$ cat src/rtl/reg_file_wb_arbiter_pkg.sv
// Shared widths, payload types and helpers for the register file writeback arbiter.
package reg_file_wb_arbiter_pkg;

    localparam int unsigned NUM_REQ        = 3;
    localparam int unsigned NUM_REGS       = 16;
    localparam int unsigned SEL_W          = $clog2(NUM_REGS);
    localparam int unsigned DATA_W         = 32;
    localparam int unsigned NUM_READ_PORTS = 3;
    localparam int unsigned PTR_W          = $clog2(NUM_REQ);

    typedef logic [SEL_W-1:0]  reg_sel_t;
    typedef logic [DATA_W-1:0] reg_data_t;
    typedef logic [PTR_W-1:0]  req_idx_t;

    // One writeback request as presented by a source.
    typedef struct packed {
        reg_sel_t  sel;
        reg_data_t data;
    } reg_file_write_req_t;

    // Register file write port as driven by the arbiter.
    typedef struct packed {
        logic      write_en;
        reg_sel_t  write_sel;
        reg_data_t write_data;
    } reg_file_write_port_t;

    // Requester index following idx, wrapping at NUM_REQ.
    function automatic req_idx_t next_req_idx(input req_idx_t idx);
        return (idx == req_idx_t'(NUM_REQ - 1)) ? '0 : idx + req_idx_t'(1);
    endfunction

endpackage

$ cat src/rtl/reg_file_wb_arbiter_if.sv
// Writeback, reservation, hazard and register file write signals of the arbiter.
interface reg_file_wb_arbiter_if;
    import reg_file_wb_arbiter_pkg::*;

    logic      [NUM_REQ-1:0]        req_valid;
    reg_sel_t  [NUM_REQ-1:0]        req_sel;
    reg_data_t [NUM_REQ-1:0]        req_data;
    logic      [NUM_REQ-1:0]        req_ready;
    logic                           reserve_en;
    reg_sel_t                       reserve_sel;
    reg_sel_t  [NUM_READ_PORTS-1:0] read_sel;
    logic      [NUM_READ_PORTS-1:0] read_hazard;
    logic                           rf_write_en;
    reg_sel_t                       rf_write_sel;
    reg_data_t                      rf_write_data;
    logic                           err_reserve_busy;

    // Execute/decode side: presents writes, reservations and read selects.
    modport master (
        output req_valid, req_sel, req_data, reserve_en, reserve_sel, read_sel,
        input  req_ready, read_hazard, rf_write_en, rf_write_sel, rf_write_data,
               err_reserve_busy
    );

    // Arbiter side.
    modport slave (
        input  req_valid, req_sel, req_data, reserve_en, reserve_sel, read_sel,
        output req_ready, read_hazard, rf_write_en, rf_write_sel, rf_write_data,
               err_reserve_busy
    );

endinterface

$ cat src/rtl/reg_file_wb_pick.sv
// One-hot pick of the first valid requester searching upward from a start index.
module reg_file_wb_pick #(
    parameter int unsigned N     = 3,
    parameter int unsigned IDX_W = $clog2(N)
) (
    input  logic [N-1:0]     valid,
    input  logic [IDX_W-1:0] start,
    output logic [N-1:0]     grant_c
);

    logic        found;
    int unsigned idx;

    // Walk the requesters circularly from start; the first valid one wins.
    always_comb begin
        grant_c = '0;
        found   = 1'b0;
        idx     = 0;
        for (int unsigned off = 0; off < N; off++) begin
            idx = (32'(start) + off) % N;
            if (!found && valid[IDX_W'(idx)]) begin
                grant_c[IDX_W'(idx)] = 1'b1;
                found                = 1'b1;
            end
        end
    end

endmodule

$ cat src/rtl/reg_file_wb_arbiter.sv
// Register file writeback arbiter with busy scoreboard and read-hazard flags.
// Define REG_FILE_WB_ARB_ROUND_ROBIN_EN for round-robin arbitration;
// otherwise the lowest requester index wins.
module reg_file_wb_arbiter
    import reg_file_wb_arbiter_pkg::*;
(
    input  logic              clk,
    input  logic              rst,
    reg_file_wb_arbiter_if.slave bus
);

    logic [NUM_REQ-1:0]        valid_c;
    logic [NUM_REQ-1:0]        grant_c;
    req_idx_t                  start_c;
    logic                      any_grant_c;
    reg_file_write_req_t       win_c;
    reg_file_write_port_t      wp_q, wp_d;
    logic [NUM_REGS-1:0]       busy_q, busy_d;
    logic                      err_q, err_d;
    logic [NUM_READ_PORTS-1:0] hazard_c;

    // A request presented during reset is not granted; the source re-presents later.
    assign valid_c = bus.req_valid & {NUM_REQ{~rst}};

`ifdef REG_FILE_WB_ARB_ROUND_ROBIN_EN
    req_idx_t rr_ptr, rr_ptr_nxt;

    // Round-robin pointer register.
    always_ff @(posedge clk) begin
        if (rst) rr_ptr <= '0;
        else     rr_ptr <= rr_ptr_nxt;
    end

    // Move the pointer past the granted requester; hold when idle.
    always_comb begin
        rr_ptr_nxt = rr_ptr;
        for (int unsigned k = 0; k < NUM_REQ; k++) begin
            if (grant_c[k]) rr_ptr_nxt = next_req_idx(req_idx_t'(k));
        end
    end

    assign start_c = rr_ptr;
`else
    assign start_c = '0;
`endif

    reg_file_wb_pick #(
        .N     (NUM_REQ),
        .IDX_W (PTR_W)
    ) u_pick (
        .valid   (valid_c),
        .start   (start_c),
        .grant_c (grant_c)
    );

    assign bus.req_ready = grant_c;
    assign any_grant_c   = |grant_c;

    // Select the granted requester's payload.
    always_comb begin
        win_c = '0;
        for (int unsigned i = 0; i < NUM_REQ; i++) begin
            if (grant_c[i]) begin
                win_c.sel  = bus.req_sel[i];
                win_c.data = bus.req_data[i];
            end
        end
    end

    // Next write port, scoreboard and error flag; a reservation overrides a same-cycle clear.
    always_comb begin
        wp_d          = wp_q;
        busy_d        = busy_q;
        err_d         = err_q;
        wp_d.write_en = any_grant_c;
        if (any_grant_c) begin
            wp_d.write_sel     = win_c.sel;
            wp_d.write_data    = win_c.data;
            busy_d[win_c.sel]  = 1'b0;
        end
        if (bus.reserve_en) begin
            busy_d[bus.reserve_sel] = 1'b1;
            if (busy_q[bus.reserve_sel] &&
                !(any_grant_c && (win_c.sel == bus.reserve_sel))) begin
                err_d = 1'b1;
            end
        end
    end

    // State registers.
    always_ff @(posedge clk) begin
        if (rst) begin
            wp_q   <= '0;
            busy_q <= '0;
            err_q  <= 1'b0;
        end else begin
            wp_q   <= wp_d;
            busy_q <= busy_d;
            err_q  <= err_d;
        end
    end

    // A read is stale if its register is pending or is being written out this cycle.
    always_comb begin
        hazard_c = '0;
        for (int unsigned j = 0; j < NUM_READ_PORTS; j++) begin
            hazard_c[j] = busy_q[bus.read_sel[j]] |
                          (wp_q.write_en & (wp_q.write_sel == bus.read_sel[j]));
        end
    end

    assign bus.read_hazard      = hazard_c;
    assign bus.rf_write_en      = wp_q.write_en;
    assign bus.rf_write_sel     = wp_q.write_sel;
    assign bus.rf_write_data    = wp_q.write_data;
    assign bus.err_reserve_busy = err_q;

endmodule

$ cat src/flat_wrapper.sv
// flat-port wrapper written by rule: the top's interface ports become plain ports
module reg_file_wb_arbiter_flat import reg_file_wb_arbiter_pkg::*;
  (clk, rst, bus_req_valid, bus_req_sel, bus_req_data, bus_reserve_en, bus_reserve_sel, bus_read_sel, bus_req_ready, bus_read_hazard, bus_rf_write_en, bus_rf_write_sel, bus_rf_write_data, bus_err_reserve_busy);
  reg_file_wb_arbiter_if bus_i ();
  input  logic clk;
  input  logic rst;
  input wire logic [$bits(bus_i.req_valid)-1:0] bus_req_valid;
  input wire logic [$bits(bus_i.req_sel)-1:0] bus_req_sel;
  input wire logic [$bits(bus_i.req_data)-1:0] bus_req_data;
  input wire logic [$bits(bus_i.reserve_en)-1:0] bus_reserve_en;
  input wire logic [$bits(bus_i.reserve_sel)-1:0] bus_reserve_sel;
  input wire logic [$bits(bus_i.read_sel)-1:0] bus_read_sel;
  output wire logic [$bits(bus_i.req_ready)-1:0] bus_req_ready;
  output wire logic [$bits(bus_i.read_hazard)-1:0] bus_read_hazard;
  output wire logic [$bits(bus_i.rf_write_en)-1:0] bus_rf_write_en;
  output wire logic [$bits(bus_i.rf_write_sel)-1:0] bus_rf_write_sel;
  output wire logic [$bits(bus_i.rf_write_data)-1:0] bus_rf_write_data;
  output wire logic [$bits(bus_i.err_reserve_busy)-1:0] bus_err_reserve_busy;
  assign bus_i.req_valid = bus_req_valid;
  assign bus_i.req_sel = bus_req_sel;
  assign bus_i.req_data = bus_req_data;
  assign bus_i.reserve_en = bus_reserve_en;
  assign bus_i.reserve_sel = bus_reserve_sel;
  assign bus_i.read_sel = bus_read_sel;
  assign bus_req_ready = bus_i.req_ready;
  assign bus_read_hazard = bus_i.read_hazard;
  assign bus_rf_write_en = bus_i.rf_write_en;
  assign bus_rf_write_sel = bus_i.rf_write_sel;
  assign bus_rf_write_data = bus_i.rf_write_data;
  assign bus_err_reserve_busy = bus_i.err_reserve_busy;
  reg_file_wb_arbiter u_core (.clk(clk), .rst(rst), .bus(bus_i));
endmodule
$ cat config.mk
export PLATFORM = sky130hd
export DESIGN_NAME = reg_file_wb_arbiter_flat
export DESIGN_NICKNAME = d
export VERILOG_FILES = /design/src/rtl/reg_file_wb_arbiter_pkg.sv /design/src/rtl/reg_file_wb_arbiter_if.sv /design/src/rtl/reg_file_wb_pick.sv /design/src/rtl/reg_file_wb_arbiter.sv /design/src/flat_wrapper.sv
export SDC_FILE = /design/constraint.sdc
export NUM_CORES = 1
export LEC_CHECK = 0
export CORE_MARGIN = 2
export CORE_UTILIZATION = 40
export DETAILED_ROUTE_END_ITERATION = 8
export PLACE_DENSITY = 0.86
export SLEW_MARGIN = 40
export SYNTH_ARGS = -nofsm -noshare
export SYNTH_HDL_FRONTEND = slang
export SYNTH_HIERARCHICAL = 1
export SYNTH_SLANG_ARGS = --single-unit
export TNS_END_PERCENT = 1
$ cat constraint.sdc
create_clock -name clk -period 5.51 [get_ports clk]
set_input_delay 1.102 -clock clk [delete_from_list [all_inputs] [get_ports clk]]
set_output_delay 1.102 -clock clk [all_outputs]
set_load 0.005 [all_outputs]
---- Word level (Yosys, flattened, before mapping) ----
Index checks and enable logic that the tools add are counted.
word-level totals
  logic and storage cells ................. 60
  input port bits ......................... 130
  register bits ........................... 54
cells by class
  reduce and logical (&&, ||, !) cells .... 11
  mux-type cells .......................... 22
  bitwise logic cells ..................... 11
  equal/unequal tests ..................... 4
  order comparisons ....................... 7
operators by type and width
  operator            count
  $mux 36             3
  $mux 16             2
  $lt 4x5->1 const B  5
  $and 16x16->16      1
  $bmux 1 s4          4
  $eq 4x4->1          4
  $not 16->16         1
  $or 16x16->16       1
  $mux 1              9
  $demux 1 s4         2
  $ge 4x1->1 const B  2
  $logic_and 1x1->1   6
  $and 1x1->1         3
  $and 3x3->3         1
  $logic_not 1->1     3
  $mux 3              1
  $or 1x1->1          3
  $reduce_or 3->1     1
  $mux 2              1
  $reduce_and 2->1    1
  $not 1->1           1

---- Longest topological paths before layout ----
  word-level depth ........................ 21
  depth in mapped cells ................... 14

---- By module ----
The synthesis kept the hierarchy.
by module, submodules not included
  module               area each (sq um)  seq. area each (sq um)  cells an instance  times used
  reg_file_wb_arbiter  3483.3             1081.0                  402                1
  reg_file_wb_pick     272.8              0.0                     36                 1

---- Worst setup path after synthesis ----
Ideal clock, no wire load.
  path kind ............................... input-to-reg
  start point ............................. input port rst
  end point ............................... register u_core.wp_q, in the netlist u_core/bus.rf_write_data[23]
  setup time .............................. 0.128 ns
  path slack .............................. 1.880 ns
  data arrival time ....................... 3.502 ns
  stages .................................. 12
  cell sequence ........................... clkbuf_1 clkbuf_1 nor2b_1 a22oi_1 o22ai_1 o211ai_1 buf_2 buf_1 buf_2 nor2_1 a221oi_1 nor2_1
RTL lines
  what                                               line                                                  source
  start, declared                                    flat_wrapper.sv:6                                     input logic rst;
  $not 1->1 *                                        reg_file_wb_arbiter.sv:23                             assign valid_c = bus.req_valid & {NUM_REQ{~rst}};
  $and 3x3->3 *                                      reg_file_wb_arbiter.sv:23
  named net u_core.valid_c[1]                        reg_file_wb_arbiter.sv:12                             logic [NUM_REQ-1:0] valid_c;
  $logic_and 1x1->1 *                                reg_file_wb_pick.sv:21                                if (!found && valid[IDX_W'(idx)]) begin
  $mux 1 *                                           reg_file_wb_pick.sv:21
  $logic_not 1->1 *                                  reg_file_wb_pick.sv:21
  $logic_and 1x1->1 *                                reg_file_wb_pick.sv:21
  $mux 3 *                                           reg_file_wb_pick.sv:21
  named net bus_req_ready[2]                         flat_wrapper.sv:13                                    output wire logic [$bits(bus_i.req_ready)-1:0] bus_req_ready;
  $reduce_or 3->1 / $mux 36 (equally long branches)  reg_file_wb_arbiter.sv:57, reg_file_wb_arbiter.sv:63
  end signal, assigned                               reg_file_wb_arbiter.sv:97                             wp_q <= wp_d;
  end, declared                                      reg_file_wb_arbiter.sv:17                             reg_file_write_port_t wp_q, wp_d;
The timed path passes the listed nets; every way through them passes the cells marked *.
A chain may end at the register's enable or synchronous reset.

---- Worst setup path in the final report ----
  start point ............................. input port bus_read_sel[0]
  end point ............................... output port bus_read_hazard[0]
on the way
  longest elaborated chain between the ends .. 3
ends and longest elaborated chain
  what                                                                line                                                    source
  start, declared                                                     flat_wrapper.sv:12                                      input wire logic [$bits(bus_i.read_sel)-1:0] bus_read_sel;
  $bmux 1 s4 / $eq 4x4->1 (equally long branches)                     reg_file_wb_arbiter.sv:107, reg_file_wb_arbiter.sv:108
  $mux 1 (implied by the code) / $and 1x1->1 (equally long branches)  reg_file_wb_arbiter.sv:107, reg_file_wb_arbiter.sv:108
  $or 1x1->1 *                                                        reg_file_wb_arbiter.sv:107                              hazard_c[j] = busy_q[bus.read_sel[j]] |
  end, declared                                                       flat_wrapper.sv:14                                      output wire logic [$bits(bus_i.read_hazard)-1:0] bus_read_hazard;
Every way passes the cells marked *; elsewhere a longest branch is shown, timed or not. The select of a mux whose other input is x is not followed.

==> results.json <==
{
  "outcome": "finished clean",
  "hold_violations": 0,
  "cpMaxStageDelayCell": "clkdlybuf4s50_1",
  "synth_top_cell_by_area": "dfxtp_1",
  "avgRoutedWirePerCell_um": 18.8,
  "global_route.usage.total_pct": 24.3,
  "cp.arrival_ps": 3560,
  "grt_busiest_layer": "met2",
  "timing.critical_path.from_type": "input port",
  "critPathRequiredTime_ps": 4410,
  "number_of_synthesized_flops_with_an_enable_pin": 0,
  "max_slew_headroom_pct": 45.2,
  "start_util_pct": 40.8,
  "worstPathMaxFanout": 5,
  "die_area_sq_um": 10200,
  "fin_total_pwr_mw": 1.16,
  "globalRouteMet1Util_pct": 28.1,
  "post-dp-hpwl_mm": 9.68,
  "ys.warnings.count": 6,
  "top_ff_cell_synth": "dfxtp_1",
  "rows": 35,
  "holdCritPathClass": "flop to flop",
  "clkSlewWorstSetupHoldPaths_ps": 90,
  "postLayoutCoreUtil_pct": 61.0,
  "final_nets": 724,
  "drive_gt1_share_pct": 3.90,
  "syn_area_sq_um": 3760,
  "setup.worst_path.end_class": "output pin",
  "synth_area_per_cell_sq_um": 8.58,
  "ctsLongestPathBuffers": 2,
  "postCtsSetupRepairBufs": 0,
  "cts_root_buf": "clkbuf_8",
  "drt_iter0_drc": 289,
  "synthArstFlopShare_pct": 0,
  "cts_inserted_buffers": 5,
  "antenna_violations_before_repair": 0,
  "grtUsageMet3_pct": 4.65,
  "diodes": 0,
  "fillerInstances": 787,
  "design.core.area_sq_um": 9200,
  "cap_violations": 0,
  "sequential_element_share_of_the_synthesized_area_pct": 28.8,
  "cts_tree": "built",
  "cts_num_sinks": 54,
  "setup_total_negative_slack_ps": 0,
  "postCtsHoldBufs": 0,
  "grt_util_met2_pct": 43.3,
  "grt_start_max_net_pins": 80,
  "yosysUniqueCellTypes": 48,
  "remaining_drc_errors": 0,
  "critPathMostFrequentCell": "clkdlybuf4s50_1",
  "detailedPlace.worstSlack_ps": 879,
  "synth_cells": 438,
  "cts-resized-gates": 0,
  "period_needed_ps": 4660,
  "grt_first_pass_wirelength_mm": 19.8,
  "firstDrtPassIters": 4,
  "clock_skew_ps": 0.863,
  "design.portCount": 174,
  "place.port_buffers": 173,
  "syn2layout_area_growth_pct": 49.5,
  "route.vias.total": 4201,
  "remaining_number_of_nets_flagged_by_the_antenna_check_after_routing": 0,
  "max-vdd-ir-drop_mv": 0.130,
  "setup_repair_after_global_routing_missed_its_margin": "no",
  "htree_depth": 2,
  "grt-ovfl-total": 0,
  "timing.critical_path.slowest_cell_delay_ps": 650,
  "synth_seq_cells": 54,
  "finalSetupViolations": 0,
  "worst_slew_pin_slew_ps": 816,
  "viasPerCell": 5.99,
  "synth_top_cells_by_area": "dfxtp_1 (29%), mux4_1 (8.4%), a221oi_1 (7.7%), nor2_1 (6.6%), nor3b_1 (6.6%)",
  "gpl.final_weighted_congestion": 0.948,
  "fmax_mhz": 214,
  "die_height_um": 101,
  "clk-insertion-delay-late_ps": 300,
  "power_leakage_nw": 2.06,
  "powerDensity_nw_per_um2": 207,
  "fin_ws_ps": 847,
  "first_global_vias": 4185,
  "finalCritPeriodShare_pct": 84.6,
  "die_w_um": 101,
  "critPathKind": "input port to output pin",
  "final-max-slew-violation-count": 0,
  "yosysTopAreaCellShare_pct": 28.8,
  "drt-total-wl_mm": 13.2,
  "synth_top_cells_by_count": "nor2_1 (66), dfxtp_1 (54), a21oi_1 (44), a221oi_1 (33), nor3b_1 (33)",
  "crit_chain": "clkdlybuf4s50_1 -> mux4_1 -> mux4_2 -> a31o_1 -> clkdlybuf4s50_1",
  "yosys.cell_count.top_type": "nor2_1"
}
## layout by cell type (no fill, tap or decap), drive strengths merged, types with 2 or more instances in the layout
cell	netlist	routed
xnor2	9	9
mux4	17	17
a31o	3	3
nor2	66	66
ha	4	4
nand3	4	4
clkinv	1	2
nor3	7	7
conb	1	6
o21ai	20	20
a31oi	2	2
nor3b	33	33
xor2	9	9
mux2i	9	9
nand2	10	10
nor2b	8	8
clkbuf	20	5
buf	19	6
a221oi	33	33
a22o	3	3
o211ai	21	21
o31a	2	2
nand3b	9	9
a21oi	44	44
inv	10	10
dfxtp	54	54
nand2b	5	5
clkdlybuf4s50	0	173
## through the flow
step                      hold WS [ps]  area [sq um]  cells
after detailed placement           518          5510    694
after CTS                          543          5610    701
after global routing               582          5610    701
final                              546          5610    701
after floorplan                    496          3770    443
after global placement             492          5510    694
## power breakdown
part | internal [mW] | total, mW | switching, mW
sequential | 0.426 | 0.452 | 0.0267
clock | 0.134 | 0.265 | 0.131
combinational | 0.245 | 0.447 | 0.202
## state kept, by name, summed over array words and instances (netlist names)
name and cells:
u_core/bus.rf_write_en 1, u_core/bus.rf_write_sel 4, u_core/bus.err_reserve_busy 1, u_core/busy_q 16, u_core/bus.rf_write_data 32
## critical path, delay by kind of cell
family	cells	cell delay, ps
multiplexers	2	1140
buffers and inverters	2	1090
AO/OA/AOI/OAI	1	220
## cell type report
cell class / count / area [sq um] / share of cell area (%)
well taps: 111 / 139 / 2.47
repair buffers: 179 / 1780 / 31.6
clock inverters: 2 / 38.8 / 0.691
clock buffers: 5 / 68.8 / 1.23
multi-input cells: 339 / 2470 / 44.0
flip-flops and latches: 54 / 1080 / 19.3
inverters: 11 / 41.3 / 0.735
## path summary, 6_finish.rpt
| check | startpoint | end | slack [ps] | cells after the start |
|---|---|---|---|---|
| max | bus_read_sel[0] | bus_read_hazard[0] | 850 | 5 |
| min reg2reg | u_core/bus.rf_write_data[14] | u_core/bus.rf_write_data[14] | 550 | 2 |
| min | u_core/bus.rf_write_data[14] | u_core/bus.rf_write_data[14] | 550 | 2 |
| max reg2reg | u_core/busy_q[7] | u_core/bus.err_reserve_busy | 3860 | 5 |
## cells by family after synthesis
family / count (synthesis) / synth area share, %
AOI/OAI and AO/OA: 138 / 24.8
muxes: 27 / 14.1
other: 1 / 0.0998
DFF: 54 / 28.8
xor gates and xnor gates: 18 / 4.20
and+or+nand+nor: 146 / 20.6
buffers and inverters: 50 / 6.16
adders and majority gates: 4 / 1.33
## layer usage
layer / routed length [um] / vias up
li1: - / 1950
met1: 5220 / 1988
met2: 6350 / 224
met3: 1160 / 39
met4: 416 / 0
met5: 0 / -
(Power assumes the default switching activity.)
